`src/rtl/snake_pkg.sv`:
```
// Shared types and constants for the snake IR remote front end.
package snake_pkg;

  typedef enum logic [1:0] {
    UP    = 2'd0,
    DOWN  = 2'd1,
    LEFT  = 2'd2,
    RIGHT = 2'd3
  } dir_t;

  typedef enum logic [1:0] {
    CMD_IGNORE = 2'd0,
    CMD_MOVE   = 2'd1,
    CMD_START  = 2'd2
  } cmd_kind_t;

  localparam logic [7:0] NEC_ADDR       = 8'h20;
  localparam logic [7:0] NEC_CODE_UP    = 8'h02;
  localparam logic [7:0] NEC_CODE_DOWN  = 8'h82;
  localparam logic [7:0] NEC_CODE_LEFT  = 8'hE0;
  localparam logic [7:0] NEC_CODE_RIGHT = 8'h60;
  localparam logic [7:0] NEC_CODE_OK    = 8'h22;

  function automatic dir_t dir_opposite(input dir_t d);
    case (d)
      UP:      return DOWN;
      DOWN:    return UP;
      LEFT:    return RIGHT;
      default: return LEFT;
    endcase
  endfunction

endpackage

```
`src/rtl/dir_fifo.sv`:
```
// Two-entry direction queue; a pop and a push may share a cycle even when full.
module dir_fifo
  import snake_pkg::*;
(
  input  logic clk,
  input  logic reset,
  input  logic push,
  input  dir_t din,
  input  logic pop,
  output dir_t dout,
  output dir_t tail,
  output logic empty,
  output logic full
);

  logic [1:0] r_count;
  dir_t       r_mem0;
  dir_t       r_mem1;
  logic       w_pop;
  logic       w_push;

  assign w_pop  = pop && (r_count != 2'd0);
  assign w_push = push && ((r_count != 2'd2) || w_pop);

  always_ff @(posedge clk) begin
    if (reset) begin
      r_count <= '0;
      r_mem0  <= RIGHT;
      r_mem1  <= RIGHT;
    end else begin
      case ({w_pop, w_push})
        2'b10: begin
          r_mem0  <= r_mem1;
          r_count <= r_count - 2'd1;
        end
        2'b01: begin
          if (r_count == 2'd0) r_mem0 <= din;
          else                 r_mem1 <= din;
          r_count <= r_count + 2'd1;
        end
        2'b11: begin
          // Count is unchanged; the new entry lands behind whatever survives the pop.
          if (r_count == 2'd1) begin
            r_mem0 <= din;
          end else begin
            r_mem0 <= r_mem1;
            r_mem1 <= din;
          end
        end
        default: ;
      endcase
    end
  end

  assign dout  = r_mem0;
  assign tail  = (r_count == 2'd2) ? r_mem1 : r_mem0;
  assign empty = (r_count == 2'd0);
  assign full  = (r_count == 2'd2);

endmodule

```
`src/rtl/ir_cmd_decoder.sv`:
```
// NEC remote frame decoder: two-stage validate/classify pipeline feeding a
// direction queue that is drained into dir on each game tick.
module ir_cmd_decoder
  import snake_pkg::*;
#(
  parameter logic [7:0] ADDR       = NEC_ADDR,
  parameter logic [7:0] CODE_UP    = NEC_CODE_UP,
  parameter logic [7:0] CODE_DOWN  = NEC_CODE_DOWN,
  parameter logic [7:0] CODE_LEFT  = NEC_CODE_LEFT,
  parameter logic [7:0] CODE_RIGHT = NEC_CODE_RIGHT,
  parameter logic [7:0] CODE_OK    = NEC_CODE_OK
) (
  input  logic        clk,
  input  logic        reset,
  input  logic [31:0] word,
  input  logic        word_valid,
  input  logic        game_tick,
  output dir_t        dir,
  output logic        dir_changed,
  output logic        start_pulse,
  output logic        frame_err,
  output logic [7:0]  err_count
);

  logic        r_s1_valid;
  logic [31:0] r_s1_word;
  dir_t        r_dir;
  logic        r_dir_changed;
  logic        r_start;
  logic        r_err;
  logic [7:0]  r_err_count;

  logic [7:0]  w_naddr;
  logic [7:0]  w_cmd;
  logic [7:0]  w_ncmd;
  logic        w_frame_ok;
  logic        w_frame_bad;
  cmd_kind_t   w_kind;
  dir_t        w_cand;
  dir_t        w_ref;
  logic        w_push;
  logic        w_pop;
  dir_t        w_fifo_dout;
  dir_t        w_fifo_tail;
  logic        w_fifo_empty;
  logic        w_fifo_full;

  assign w_naddr     = ~ADDR;
  assign w_cmd       = r_s1_word[15:8];
  assign w_ncmd      = ~r_s1_word[7:0];
  assign w_frame_ok  = r_s1_valid && (r_s1_word[31:24] == ADDR) &&
                       (r_s1_word[23:16] == w_naddr) && (w_cmd == w_ncmd);
  assign w_frame_bad = r_s1_valid && !w_frame_ok;

  always_comb begin
    w_kind = CMD_IGNORE;
    w_cand = UP;
    if (w_cmd == CODE_UP) begin
      w_kind = CMD_MOVE;
      w_cand = UP;
    end else if (w_cmd == CODE_DOWN) begin
      w_kind = CMD_MOVE;
      w_cand = DOWN;
    end else if (w_cmd == CODE_LEFT) begin
      w_kind = CMD_MOVE;
      w_cand = LEFT;
    end else if (w_cmd == CODE_RIGHT) begin
      w_kind = CMD_MOVE;
      w_cand = RIGHT;
    end else if (w_cmd == CODE_OK) begin
      w_kind = CMD_START;
    end
  end

  // When popping, the post-pop reference is the current tail if two entries
  // were queued, or the popped head (== tail) otherwise, so one mux suffices.
  assign w_ref  = w_fifo_empty ? r_dir : w_fifo_tail;
  assign w_pop  = game_tick && !w_fifo_empty;
  assign w_push = w_frame_ok && (w_kind == CMD_MOVE) &&
                  (w_cand != w_ref) && (w_cand != dir_opposite(w_ref));

  dir_fifo u_dir_fifo (
    .clk   (clk),
    .reset (reset),
    .push  (w_push),
    .din   (w_cand),
    .pop   (w_pop),
    .dout  (w_fifo_dout),
    .tail  (w_fifo_tail),
    .empty (w_fifo_empty),
    .full  (w_fifo_full)
  );

  always_ff @(posedge clk) begin
    if (reset) begin
      r_s1_valid    <= 1'b0;
      r_s1_word     <= '0;
      r_dir         <= RIGHT;
      r_dir_changed <= 1'b0;
      r_start       <= 1'b0;
      r_err         <= 1'b0;
      r_err_count   <= '0;
    end else begin
      r_s1_valid <= word_valid;
      if (word_valid) r_s1_word <= word;
      r_dir_changed <= w_pop;
      if (w_pop) r_dir <= w_fifo_dout;
      r_start <= w_frame_ok && (w_kind == CMD_START);
      r_err   <= w_frame_bad;
      if (w_frame_bad && (r_err_count != 8'hFF)) r_err_count <= r_err_count + 8'd1;
    end
  end

  assign dir         = r_dir;
  assign dir_changed = r_dir_changed;
  assign start_pulse = r_start;
  assign frame_err   = r_err;
  assign err_count   = r_err_count;

  logic w_unused;
  assign w_unused = w_fifo_full;

endmodule

```
`config.mk`:
```
export PLATFORM = sky130hd
export DESIGN_NAME = ir_cmd_decoder
export DESIGN_NICKNAME = d
export VERILOG_FILES = /design/src/rtl/snake_pkg.sv /design/src/rtl/dir_fifo.sv /design/src/rtl/ir_cmd_decoder.sv
export SDC_FILE = /design/constraint.sdc
export NUM_CORES = 1
export LEC_CHECK = 0
export CORE_MARGIN = 1.5
export CORE_UTILIZATION = 25
export DETAILED_ROUTE_END_ITERATION = 16
export DONT_BUFFER_PORTS = 1
export GPL_TIMING_DRIVEN = 0
export PLACE_DENSITY = 0.46
export SYNTH_ARGS = -nofsm -noshare
export SYNTH_HDL_FRONTEND = slang
export SYNTH_HIERARCHICAL = 1
export SYNTH_SLANG_ARGS = --single-unit
```
`constraint.sdc`:
```
create_clock -name clk -period 3.67 [get_ports clk]
set_clock_uncertainty 0.05 [all_clocks]
set_input_delay 0.1835 -clock clk [delete_from_list [all_inputs] [get_ports clk]]
set_output_delay 0.1835 -clock clk [all_outputs]
set_load 0.1 [all_outputs]
```
==> metrics.cfg, run 1 <==
[status]
outcome=finished, final reports clean

[drt]
drtPass1Iterations=4
dr_total_vias=1886
wl_um=5720
drc=0
ant_nets=0
avgViaCountPerCell=4.47
wl_per_cell_um=13.6
drt_iter0_markers=72

[sta]
fin_hold_ws_ns=0.00857
hold_viol=0
fin_crit_sh_pct=88.0
finalSetupViolCount=0
slew_violations=0
timing.setup.tns_ns=0
rsz0062_at_grt=false
timing.fmax_mhz=310
min_period_ns=3.23
worst_slack_ns=0.441
tightest_slew_ns=1.10
maxSlewHeadroom_pct=26.6

[placement]
dp_hpwl_um=4170
place.gp.congestion=0.787
place_area_um2=2620
port_buffers=0
pre_cts_ws_ns=0.432

[logic_synthesis]
syn_nets=293
avgSynthCellArea_um2=9.78
mappedNetlistArea_um2=2450
synthCells=251
ys.warnings.count=6

[worst_setup_path]
path_max_fanout=7
startpoint_type=flip-flop
crit_path_frequent_cell=a21boi_0
r2r_cells=8
r2r-start=dir[1]
r2r_slack_ns=0.44
path_cells=mux2i_1, mux2_2, nor2_1, a21boi_0, ha_1, a21boi_0, o21a_1, o211ai_1
r2r_end=u_dir_fifo/r_mem1[0]
cp.arrival_ns=3.37
crit_type=reg2reg
cp-end-kind=flip-flop
max_stage_delay_ns=0.99
slowest_stage=dfxtp_1
crit_required_ns=3.81

[die]
die_h_um=102
row_count=35
io_pins=49
die_area_um2=10400
core_area_um2=9370
fp.dieW_um=102
start_util_pct=26.2

[global_routing]
grt_start_max_net_pins=18
grt_pass1_vias=1909
grt_usage_pct=11.7
grt_pass1_wl_um=9360
grt_overflow_total=0
antenna_found_initial=0

[power]
p_per_area_nw_per_um2=374
power.internal_mw=0.857
switchingPower_mw=0.291
p_sw_share_pct=25.4
ir_worst_vdd_mv=0.151
leakagePower_nw=1.20
power.share.combinational_pct=10.0
seqPwrFrac_pct=53.8
clkPwrFrac_pct=36.2

[clock_network]
cts.reportedPaths.clkPinSlew_ns=0.10
cts-root-buf=clkbuf_8
cts_buffers=5
post_cts_resize_count=0
htree_levels=2
clk_latency_ns=0.31
cts_tree=done
cts_buffer_depth=2
cts_sinks=52

[worst_hold_path]
hp-class=in2reg
min_from=reset
hold-path-endpoint=u_dir_fifo/dout[1]
hold_depth=2

[layout]
diodes=0
area_growth_pct=25.1
drive_above_1_share_pct=9.56
fin_nets=334
fin_area_um2=3070
mostFrequentLayoutCells=dfxtp_1, nor2_1, mux2i_1
layout_commonest_cell=dfxtp_1

[run]
cap_viol_max_count=0

metrics by stage:
stage	std cells	util [%]	total power, mW
6_report	422	32.8	1.15
5_1_grt	422	32.8	1.21
4_1_cts	422	32.8	1.17
3_5_place_dp	380	27.9	0.716
3_3_place_gp	380	27.9	0.714
2_1_floorplan	251	-	0.696
state kept, by name, indices dropped and copies added, names as in the netlist:
signal              count
dir                     2
dir_changed             1
err_count               8
frame_err               1
r_s1_valid              1
r_s1_word              32
start_pulse             1
u_dir_fifo/dout         2
u_dir_fifo/r_count      2
u_dir_fifo/r_mem1       2
power groups by stage:
stage	Clock (mW)	Combinational, mW	Sequential (mW)
finish	0.415	0.114	0.618
global route	0.458	0.127	0.622
CTS	0.433	0.116	0.618
detailed placement	0	0.0843	0.631
global placement	0	0.0829	0.631
floorplan	0	0.0703	0.626
worst max path at each step:
stage,end,start,depth (start not counted)
after floorplan,u_dir_fifo/r_mem1[0],dir[1],8
after global placement,u_dir_fifo/r_mem1[0],dir[1],8
after detailed placement,u_dir_fifo/r_mem1[1],dir[1],8
after CTS,u_dir_fifo/r_mem1[0],dir[1],8
after global routing,u_dir_fifo/r_mem1[0],dir[1],8
final,u_dir_fifo/r_mem1[0],dir[1],8
timing repair:
| action | in CTS | in global routing |
|---|---|---|
| setup endpoints to repair | 0 | 0 |
| endpoints found under the hold margin | 37 | 0 |
| buffers inserted | 0 | 0 |
| hold buffers | 34 | 0 |
cell type report:
| cell class | instances | area (um2) |
|---|---|---|
| clock inverter | 3 | 46.3 |
| tap | 129 | 161 |
| fill | 996 | 6300 |
| multi-input combinational | 179 | 1330 |
| sequential | 52 | 1040 |
| inverter | 10 | 37.5 |
| clock buffer | 5 | 68.8 |
| buffer | 10 | 47.5 |
| timing repair buffer | 34 | 340 |
routing by layer:
layer  share of wire (%)  global-route usage, %  vias to the layer above  routed length (um)
met2                  47                   19.2                       43                2670
met3                 4.3                   2.94                        4                 248
met4                 1.4                   4.11                        0                  81
met1                  48                   14.9                      873                2720
met5                   0                      0                        -                   0
li1                    -                      -                      966                   -
critical path, delay by kind of cell, from the launching register on:
| kind | cells | cell delay [ns] |
|---|---|---|
| AOI/OAI and AO/OA | 4 | 0.91 |
| and+or+nand+nor | 1 | 0.33 |
| muxes | 2 | 0.58 |
| adders and majority gates | 1 | 0.26 |
| DFF | 1 | 0.99 |
Note: power is estimated with default switching activity, not from simulation.
==> run 2, diff against run 1 <==
ABC_AREA = 1   (was not set)
==> run 2 against run 1 <==
Core utilization is 2.4 points lower. Sequential share of layout area is 1.4 points higher. Register-to-register slack better by 0.37 ns. Maximum frequency is 13% higher. Combinational power is 5% lower. Critical endpoint unchanged. Highest routed layer unchanged. Design area is 3.8% lower. Largest power group unchanged.
==> metrics.cfg, run 2 <==
[global_routing]
grt_pass1_vias=2193  ; was 1,909
grt_pass1_wl_um=10600  ; was 9360 um
busiest_layer=met2  ; unchanged
antenna_found_initial=0  ; unchanged
met2_usage_pct=20.9  ; was 19.2%
grt_overflow_total=0  ; unchanged
grtUsageMet1_pct=16.6  ; was 14.9%
grtUsageMet3_pct=3.73  ; was 2.94%
grt_usage_pct=12.8  ; was 11.7%
grt_start_max_net_pins=18  ; unchanged

[logic_synthesis]
ys.warnings.count=6  ; unchanged
synthCells=373  ; was 251
syn_nets=415  ; was 293
avgSynthCellArea_um2=6.72  ; was 9.78 um2
mappedNetlistArea_um2=2500  ; was 2450 um2

[die]
core_area_um2=9730  ; was 9370 um2
start_util_pct=25.7  ; was 26.2%
io_pins=49  ; unchanged
fp.dieW_um=103  ; was 102 um
die_h_um=103  ; was 102 um
die_area_um2=10600  ; was 10,400 um2
row_count=36  ; was 35

[layout]
largest_reg_flops=32  ; unchanged
multi_input_area_um2=1210  ; was 1330 um2
fin_nets=441  ; was 334
layout_commonest_cell=nand2_1  ; was dfxtp_1
regArea_um2=1040  ; unchanged
mostFrequentLayoutCells=nand2_1, nor2_1, dfxtp_1  ; was dfxtp_1, nor2_1, mux2i_1
fillCellCount=1123  ; was 996
diodes=0  ; unchanged
regMostFlops=r_s1_word  ; unchanged
drive_above_1_share_pct=8.25  ; was 9.56%
area_growth_pct=17.9  ; was 25.1%

[clock_network]
htree_levels=2  ; unchanged
cts_sinks=52  ; unchanged
cts_buffers=5  ; unchanged
cts_tree=done  ; unchanged
post_cts_resize_count=0  ; unchanged
holdBufCountCts=19  ; was 34
clk_latency_ns=0.31  ; about the same
postCtsSetupBuffers=0  ; unchanged
cts_buffer_depth=2  ; unchanged
cts.reportedPaths.clkPinSlew_ns=0.11  ; was 0.10 ns
cts-root-buf=clkbuf_8  ; unchanged

[sta]
fin_hold_ws_ns=0.0161  ; was 0.00857 ns
min_period_ns=2.86  ; was 3.23 ns
maxSlewHeadroom_pct=27.6  ; was 26.6%
hold_viol=0  ; unchanged
timing.fmax_mhz=349  ; was 310 MHz
tightest_slew_ns=1.08  ; was 1.10 ns
timing.setup.tns_ns=0  ; unchanged
slew_violations=0  ; unchanged
rsz0062_at_grt=false  ; unchanged
fin_crit_sh_pct=78.0  ; was 88.0%
finalSetupViolCount=0  ; unchanged
worst_slack_ns=0.806  ; was 0.441 ns

[worst_setup_path]
cp-end-kind=flip-flop  ; unchanged
path_max_fanout=3  ; was 7
cp.arrival_ns=3.01  ; was 3.37 ns
r2r_slack_ns=0.81  ; was 0.44 ns
r2r_end=u_dir_fifo/r_mem1[0]  ; unchanged
r2r-start=dir[1]  ; unchanged
r2r_cells=11  ; was 8
startpoint_type=flip-flop  ; unchanged
crit_required_ns=3.81  ; about the same
crit_type=reg2reg  ; unchanged

[drt]
avgViaCountPerCell=4.29  ; was 4.47
drc=0  ; unchanged
wl_per_cell_um=11.7  ; was 13.6 um
ant_nets=0  ; unchanged
drt_iter0_markers=59  ; was 72
wl_um=6240  ; was 5720 um
drtPass1Iterations=4  ; unchanged
dr_total_vias=2285  ; was 1,886

[placement]
pre_cts_ws_ns=0.829  ; was 0.432 ns
port_buffers=0  ; unchanged
place.gp.congestion=0.793  ; was 0.787
dp_hpwl_um=4590  ; was 4170 um

[status]
outcome=finished, final reports clean  ; unchanged

[worst_hold_path]
hold_depth=2  ; unchanged
min_from=word[21]  ; was reset
hold-path-endpoint=r_s1_word[21]  ; was u_dir_fifo/dout[1]
hp-class=in2reg  ; unchanged

[power]
ir_worst_vdd_mv=0.150  ; was 0.151 mV
power_mw=1.08  ; was 1.15 mW
p_per_area_nw_per_um2=365  ; was 374 nW/um2
leakagePower_nw=1.27  ; was 1.20 nW

[run]
cap_viol_max_count=0  ; unchanged

## run 2: how the worst max path moves through the flow
stage | from | end | slack [ns]
finish | dir[1] | u_dir_fifo/r_mem1[0] | 0.81
global route | dir[1] | u_dir_fifo/r_count[0] | 0.49
CTS | dir[1] | u_dir_fifo/r_mem1[0] | 0.80
detailed placement | dir[1] | u_dir_fifo/r_mem1[0] | 0.83
global placement | dir[1] | u_dir_fifo/r_mem1[0] | 0.86
floorplan | dir[1] | u_dir_fifo/r_mem1[1] | 1.11
## run 2: stage by stage
| step | cell area (um2) | cells | utilization [%] |
|---|---|---|---|
| after detailed placement | 2670 | 506 | 27.5 |
| final | 2950 | 533 | 30.3 |
| after global routing | 2950 | 533 | 30.3 |
| after global placement | 2670 | 506 | 27.5 |
| after floorplan | 2500 | 373 | - |
| after CTS | 2950 | 533 | 30.3 |
## run 2: per-layer routing
metal | part of all wire (%) | vias up
met4 | 1.1 | 0
li1 | - | 1230
met5 | 0 | -
met2 | 46 | 39
met1 | 48 | 1011
met3 | 5.0 | 5
## run 2: area by class of cell
type	instances	share of cell area, %
Buffer	13	2.12
Sequential cell	52	35.3
Clock inverter	3	0.763
Clock buffer	5	2.33
Tap cell	133	5.64
Inverter	50	6.36
Timing Repair Buffer	19	6.44
Multi-Input combinational cell	258	41.1
## run 2: power breakdown
part	switching (mW)	leakage, nW	internal, mW
logic	0.0636	0.793	0.0445
registers	0.0372	0.429	0.592
clock network	0.203	0.0485	0.137
## run 2: worst max-delay path, stage by stage, from the launching register on
cell,delay [ns]
dfxtp_1,1.00
mux2_2,0.33
nand3_1,0.07
a21oi_1,0.31
inv_1,0.14
o21ai_0,0.25
ha_1,0.26
nand2_1,0.09
nand2_2,0.10
nand2_2,0.06
nand2_1,0.05
nand3_1,0.06
